File: config.mk
export PLATFORM = sky130hd
export DESIGN_NAME = ysyx_lsu_sq
export DESIGN_NICKNAME = d
export VERILOG_FILES = /design/src/rtl/ysyx_lsu_sq.sv
export SDC_FILE = /design/constraint.sdc
export NUM_CORES = 1
export LEC_CHECK = 0
export CAP_MARGIN = 20
export CORE_UTILIZATION = 45
export DETAILED_ROUTE_END_ITERATION = 16
export PLACE_DENSITY_LB_ADDON = 0.3
export SYNTH_ARGS = -nofsm -noshare
export SYNTH_HDL_FRONTEND = slang
export SYNTH_SLANG_ARGS = --single-unit
File: constraint.sdc
create_clock -name clock -period 8.6 [get_ports clock]
set_input_delay 1.72 -clock clock [delete_from_list [all_inputs] [get_ports clock]]
set_output_delay 1.72 -clock clock [all_outputs]
set_load 0.03 [all_outputs]
File: src/rtl/ysyx_lsu_sq.sv
// Post-commit store queue: buffers retired stores in program order and drains them one at a time
// to the data-memory write channel. It also flags loads that alias a pending store.
module ysyx_lsu_sq #(
   parameter int unsigned SQ_SIZE = 4,
   parameter int unsigned XLEN    = 32
) (
   input  logic            clock,
   input  logic            reset,
   input  logic            rou_valid,
   input  logic            rou_store,
   input  logic [4:0]      rou_alu,
   input  logic [XLEN-1:0] rou_sq_waddr,
   input  logic [XLEN-1:0] rou_sq_wdata,
   input  logic [XLEN-1:0] rou_pc,
   output logic            sq_ready,
   output logic            sq_empty,
   output logic            mem_wvalid,
   output logic [XLEN-1:0] mem_waddr,
   output logic [XLEN-1:0] mem_wdata,
   output logic [3:0]      mem_wstrb,
   input  logic            mem_wready,
   input  logic            mem_bvalid,
   input  logic            mem_berr,
   input  logic [XLEN-1:0] ld_raddr,
   output logic            ld_conflict,
   output logic            store_fault
);

   localparam int unsigned PW = $clog2(SQ_SIZE);
   localparam logic [PW:0] FullCnt = (PW+1)'(SQ_SIZE);

   typedef enum logic [1:0] {StIdle, StReq, StResp} state_e;

   state_e          state_q, state_d;
   logic [PW-1:0]   head_q, head_d, tail_q, tail_d;
   logic [PW:0]     count_q, count_d;
   logic            fault_q, fault_d;
   logic            latch_head;
   logic            push, pop;

   logic [XLEN-1:0] ent_waddr_q [SQ_SIZE];
   logic [XLEN-1:0] ent_wdata_q [SQ_SIZE];
   logic [3:0]      ent_wstrb_q [SQ_SIZE];
   logic [XLEN-1:0] ent_pc_q    [SQ_SIZE];

   logic [XLEN-1:0] out_waddr_q, out_wdata_q;
   logic [3:0]      out_wstrb_q;

   logic [XLEN-1:0] fmt_waddr, fmt_wdata, ld_word;
   logic [3:0]      fmt_wstrb;

   assign sq_ready   = (count_q != FullCnt);
   assign sq_empty   = (count_q == '0) && (state_q == StIdle);
   assign mem_wvalid = (state_q == StReq);
   assign mem_waddr  = out_waddr_q;
   assign mem_wdata  = out_wdata_q;
   assign mem_wstrb  = out_wstrb_q;
   assign store_fault = fault_q;

   assign push = rou_valid && rou_store && sq_ready;
   assign pop  = (state_q == StResp) && mem_bvalid;

   // Replicate the narrow store across all lanes; the strobe selects the live bytes.
   always_comb begin
      fmt_waddr = {rou_sq_waddr[XLEN-1:2], 2'b00};
      case (rou_alu[1:0])
         2'b00: begin
            fmt_wstrb = 4'b0001 << rou_sq_waddr[1:0];
            fmt_wdata = {(XLEN/8){rou_sq_wdata[7:0]}};
         end
         2'b01: begin
            fmt_wstrb = 4'b0011 << {rou_sq_waddr[1], 1'b0};
            fmt_wdata = {(XLEN/16){rou_sq_wdata[15:0]}};
         end
         default: begin
            fmt_wstrb = 4'b1111;
            fmt_wdata = rou_sq_wdata;
         end
      endcase
   end

   always_comb begin
      count_d = count_q + (PW+1)'(push) - (PW+1)'(pop);
      head_d  = head_q + PW'(pop);
      tail_d  = tail_q + PW'(push);
      fault_d = fault_q | (pop & mem_berr);
   end

   always_comb begin
      state_d    = state_q;
      latch_head = 1'b0;
      unique case (state_q)
         StIdle: begin
            if (count_q != '0) begin
               state_d    = StReq;
               latch_head = 1'b1;
            end
         end
         StReq:  if (mem_wready) state_d = StResp;
         StResp: if (mem_bvalid) state_d = StIdle;
         default: state_d = StIdle;
      endcase
   end

   // Slot i is live when its distance from head is below count; the in-flight head counts too.
   always_comb begin
      ld_word     = {ld_raddr[XLEN-1:2], 2'b00};
      ld_conflict = 1'b0;
      for (int unsigned i = 0; i < SQ_SIZE; i++) begin
         if (({1'b0, PW'(i) - head_q} < count_q) && (ent_waddr_q[i] == ld_word)) begin
            ld_conflict = 1'b1;
         end
      end
   end

   always_ff @(posedge clock) begin
      if (!reset) begin
         state_q     <= StIdle;
         head_q      <= '0;
         tail_q      <= '0;
         count_q     <= '0;
         fault_q     <= 1'b0;
         out_waddr_q <= '0;
         out_wdata_q <= '0;
         out_wstrb_q <= '0;
      end else begin
         state_q <= state_d;
         head_q  <= head_d;
         tail_q  <= tail_d;
         count_q <= count_d;
         fault_q <= fault_d;
         if (latch_head) begin
            out_waddr_q <= ent_waddr_q[head_q];
            out_wdata_q <= ent_wdata_q[head_q];
            out_wstrb_q <= ent_wstrb_q[head_q];
         end
      end
   end

   always_ff @(posedge clock) begin
      if (push) begin
         ent_waddr_q[tail_q] <= fmt_waddr;
         ent_wdata_q[tail_q] <= fmt_wdata;
         ent_wstrb_q[tail_q] <= fmt_wstrb;
         ent_pc_q[tail_q]    <= rou_pc;
      end
   end

   // The stored PC is debug state only.
   logic unused_sig;
   assign unused_sig = ^{rou_alu[4:2], ld_raddr[1:0], ent_pc_q[head_q]};

endmodule

==> impl_metrics.py <==
metrics = {
    "status": {
        "outcome": "complete, no violations",
    },
    "timing": {
        "slew-limit-headroom": 0.2763,
        "final.min_clock_period_ps": 6198,
        "timing.final.hold_violations": 0,
        "clock.fmax_mhz": 161.3,
        "totalNegativeSetupSlack_ps": 0,
        "final_min_period_over_clock_period": 0.7207,
        "total_setup_violations_reported_at_the_end_of_the_flow": 0,
        "report.final.slew_viol_count": 0,
        "skew_ps": 21.18,
        "tightestPinTransition_ps": 1086,
        "grt_setup_unrepaired": "false",
    },
    "detailed_routing": {
        "routedWlPerCell_um": 22.62,
        "vias_per_cell": 5.411,
        "routed_wl_um": 34630,
        "drt-initial-drc-count": 570,
        "detail_route.first_pass.iterations": 5,
        "route.vias.total": 8284,
        "remaining_drc_errors": 0,
        "antenna_left": 0,
    },
    "power_and_ir_drop": {
        "proportion_of_total_power_due_to_net_switching": 0.2892,
        "clock_power_share": 0.337,
        "internal_power_mw": 3.120,
        "combPwrFrac": 0.209,
        "seq_power_share": 0.454,
        "finalPower_mw": 4.389,
        "worst_ir_drop_vdd_mv": 0.2085,
        "leakagePower_nw": 5.665,
        "power_switching_mw": 1.269,
        "powerDensity_nw_per_um2": 249.4,
    },
    "logic_synthesis": {
        "synth_top_cells_by_count": "sky130_fd_sc_hd__edfxtp_1 (264), sky130_fd_sc_hd__nand2_1 (147), sky130_fd_sc_hd__xnor2_1 (77)",
        "ys_ff_latch": 340,
        "yosysMostFrequentCell": "sky130_fd_sc_hd__edfxtp_1",
        "synth_cells": 933,
        "synth_area_per_cell_sq_um": 15.40,
        "synth-edff-count": 264,
        "synth_ff_type": "sky130_fd_sc_hd__edfxtp_1",
        "unique_cell_type_count_in_the_yosys_netlist": 42,
        "synth_top_cell_by_area": "sky130_fd_sc_hd__edfxtp_1",
        "seq_area_frac_synth": 0.6577,
        "yosys_warnings": 0,
        "synth_async_sr_flop_share": 0,
        "synth_largest_type_area_fraction": 0.5518,
        "post_synth_instance_area_sq_um": 14370,
        "post_synth_main_area_contributors": "sky130_fd_sc_hd__edfxtp_1 (55%), sky130_fd_sc_hd__dfxtp_1 (11%), sky130_fd_sc_hd__mux4_2 (10%)",
    },
    "floorplan": {
        "placement_rows": 65,
        "io_pins": 213,
        "die-width_um": 180.7,
        "die_area_sq_um": 32640,
        "initial_core_util": 0.4564,
        "core_region_area_sq_um": 31470,
        "die_y_um": 180.7,
    },
    "placement": {
        "dp.final_hpwl_um": 22360,
        "post-place-cells": 1461,
        "gp_congestion": 0.8204,
        "port_buffers": 173,
    },
    "clock_tree": {
        "cts.root.buffer_cell": "sky130_fd_sc_hd__clkbuf_16",
        "cts_repair_resize_count": 0,
        "worst_skew_pair.late_latency_ps": 530,
        "cts-buffers-inserted": 37,
        "clkSinkCount": 340,
        "cts_tree": "yes",
        "clkTransAtPathRegs_ps": 60,
        "cts_max_level": 2,
        "postCtsSetupRepairBufs": 0,
        "cts-hold-fix-buffers": 0,
        "cts_max_path_buffers": 3,
    },
    "global_routing": {
        "grt_pass1_wl_um": 51940,
        "grt_start_max_net_pins": 77,
        "gr-total-overflow": 0,
        "grt_util_all_layers": 0.2138,
        "grt_antenna_before_repair": 4,
        "grt_pass1_vias": 8494,
    },
    "critical_path": {
        "reg2reg_to": "ent_wdata_q[1][8]",
        "cp_data_arrival_time_ps": 4480,
        "data_required_time_of_the_worst_path_ps": 6880,
        "reg2reg_slack_ps": 6010,
        "timing_worst_setup_path_type": "in -> out",
        "origin_of_the_critical_flop_to_flop_path": "count_q[0]",
        "critical_path.slowest_cell": "sky130_fd_sc_hd__clkdlybuf4s50_1",
        "critical_path.cell_chain": "clkdlybuf4s50_1, xor2_1, a2111o_1, a2111oi_0, nand4_1, nand4_1, clkdlybuf4s50_1",
        "worst-r2r-cell-count": 7,
        "setup.worst_path.start_class": "input pin",
        "crit_fanout": 4,
        "cp-end-kind": "output port",
        "crit_path_max_incr_delay_ps": 700,
    },
    "worst_hold_path": {
        "worstHoldEndpoint": "mem_waddr[20]",
        "hold_path.class": "reg -> reg",
        "whs_path_depth": 2,
        "worstHoldStart": "mem_waddr[20]",
    },
    "layout": {
        "net_count_final": 1248,
        "final-instance-count-excl-fill": 1531,
        "fill_cells": 2506,
        "area_growth_from_synthesis_to_layout_pct": 22.50,
        "layout-drive-gt1-share": 0.1429,
        "final_util": 0.5591,
    },
    "job": {
        "max_cap_viol_count": 0,
    },
}
==> cells in the final DEF (no fill, tap or decap), types with 3 or more instances in the layout <==
cell type and instances:
sky130_fd_sc_hd__a2111oi_0 4, sky130_fd_sc_hd__a21boi_0 61, sky130_fd_sc_hd__a21boi_1 5, sky130_fd_sc_hd__a21oi_1 3, sky130_fd_sc_hd__and2_1 8, sky130_fd_sc_hd__buf_4 11, sky130_fd_sc_hd__clkbuf_1 10, sky130_fd_sc_hd__clkbuf_16 37
sky130_fd_sc_hd__clkbuf_8 6, sky130_fd_sc_hd__clkdlybuf4s50_1 172, sky130_fd_sc_hd__clkinv_1 5, sky130_fd_sc_hd__clkinv_2 6, sky130_fd_sc_hd__dfxtp_1 74, sky130_fd_sc_hd__edfxtp_1 264, sky130_fd_sc_hd__ha_1 8, sky130_fd_sc_hd__inv_1 9
sky130_fd_sc_hd__mux2_2 16, sky130_fd_sc_hd__mux2i_1 8, sky130_fd_sc_hd__mux4_2 66, sky130_fd_sc_hd__nand2_1 146, sky130_fd_sc_hd__nand4_1 21, sky130_fd_sc_hd__nor2_1 5, sky130_fd_sc_hd__nor2b_1 4, sky130_fd_sc_hd__nor4_1 8
sky130_fd_sc_hd__nor4_2 3, sky130_fd_sc_hd__o21ai_0 8, sky130_fd_sc_hd__xnor2_1 77, sky130_fd_sc_hd__xor2_1 46
==> cell type report <==
type | instances | area [sq um] | area share
flip-flops and latches | 340 | 9454 | 0.5372
inverters | 9 | 33.78 | 0.001920
clock inverters | 14 | 90.09 | 0.005119
multi-input cells | 525 | 4609 | 0.2619
diodes | 2 | 5.005 | 0.0002844
repair buffers | 186 | 1857 | 0.1055
clock buffers | 53 | 1046 | 0.05944
well taps | 402 | 503.0 | 0.02858
==> worst max-delay path by stage <==
stage,startpoint,to,slack (ps)
2_1_floorplan,rou_valid,ent_waddr_q[2][0],1210
3_3_place_gp,ld_raddr[18],ld_conflict,2440
3_5_place_dp,ld_raddr[18],ld_conflict,2420
4_1_cts,ld_raddr[18],ld_conflict,2420
5_1_grt,ld_raddr[18],ld_conflict,2300
6_report,ld_raddr[2],ld_conflict,2400
==> layer usage <==
metal | global-route usage | vias to the layer above | wire, um
li1 | - | 3783 | -
met4 | 0.05094 | 4 | 618
met3 | 0.03800 | 48 | 1997
met2 | 0.3319 | 266 | 15910
met1 | 0.3132 | 4183 | 16080
met5 | 0 | - | 25
==> through the flow <==
stage          area (sq um)  hold slack (ps)  worst slack (ps)
6_report              17600            454.8              2402
4_1_cts               17570            456.9              2420
3_3_place_gp          16410            444.9              2439
2_1_floorplan         14370            549.0              1215
3_5_place_dp          16440            449.2              2421
5_1_grt               17600            479.5              2297
==> sequential cells by signal, summed over array words and instances (netlist names) <==
name / count
store_fault: 1
head_q: 2
count_q: 3
ent_wstrb_q: 16
mem_wdata: 32
ent_waddr_q: 120
mem_waddr: 30
tail_q: 2
mem_wstrb: 4
ent_wdata_q: 128
state_q: 2
==> power by group through the flow <==
stage | registers, mW | clock network (mW) | logic [mW]
2_1_floorplan | 2.18 | 0 | 0.381
3_3_place_gp | 2.02 | 0 | 0.915
3_5_place_dp | 2.03 | 0 | 0.925
4_1_cts | 2.00 | 1.50 | 0.931
5_1_grt | 2.01 | 1.57 | 0.986
6_report | 1.99 | 1.48 | 0.919
==> cells by family after synthesis <==
kind of cell | after synthesis | synth area share
compound gates | 90 | 0.04598
xor+xnor | 125 | 0.07725
fa+ha+maj | 9 | 0.008361
buf+inv | 69 | 0.02325
flops | 340 | 0.6577
mux | 90 | 0.1216
other cells | 1 | 0.0002610
simple gates | 209 | 0.06558
==> worst max-delay path, delay by kind of cell <==
family | cells | cell delay, ps
AND/OR/NAND/NOR | 2 | 370
AO/OA/AOI/OAI | 2 | 900
buffers and inverters | 2 | 1310
XOR/XNOR | 1 | 180
Power figures use the tool's default switching activity.
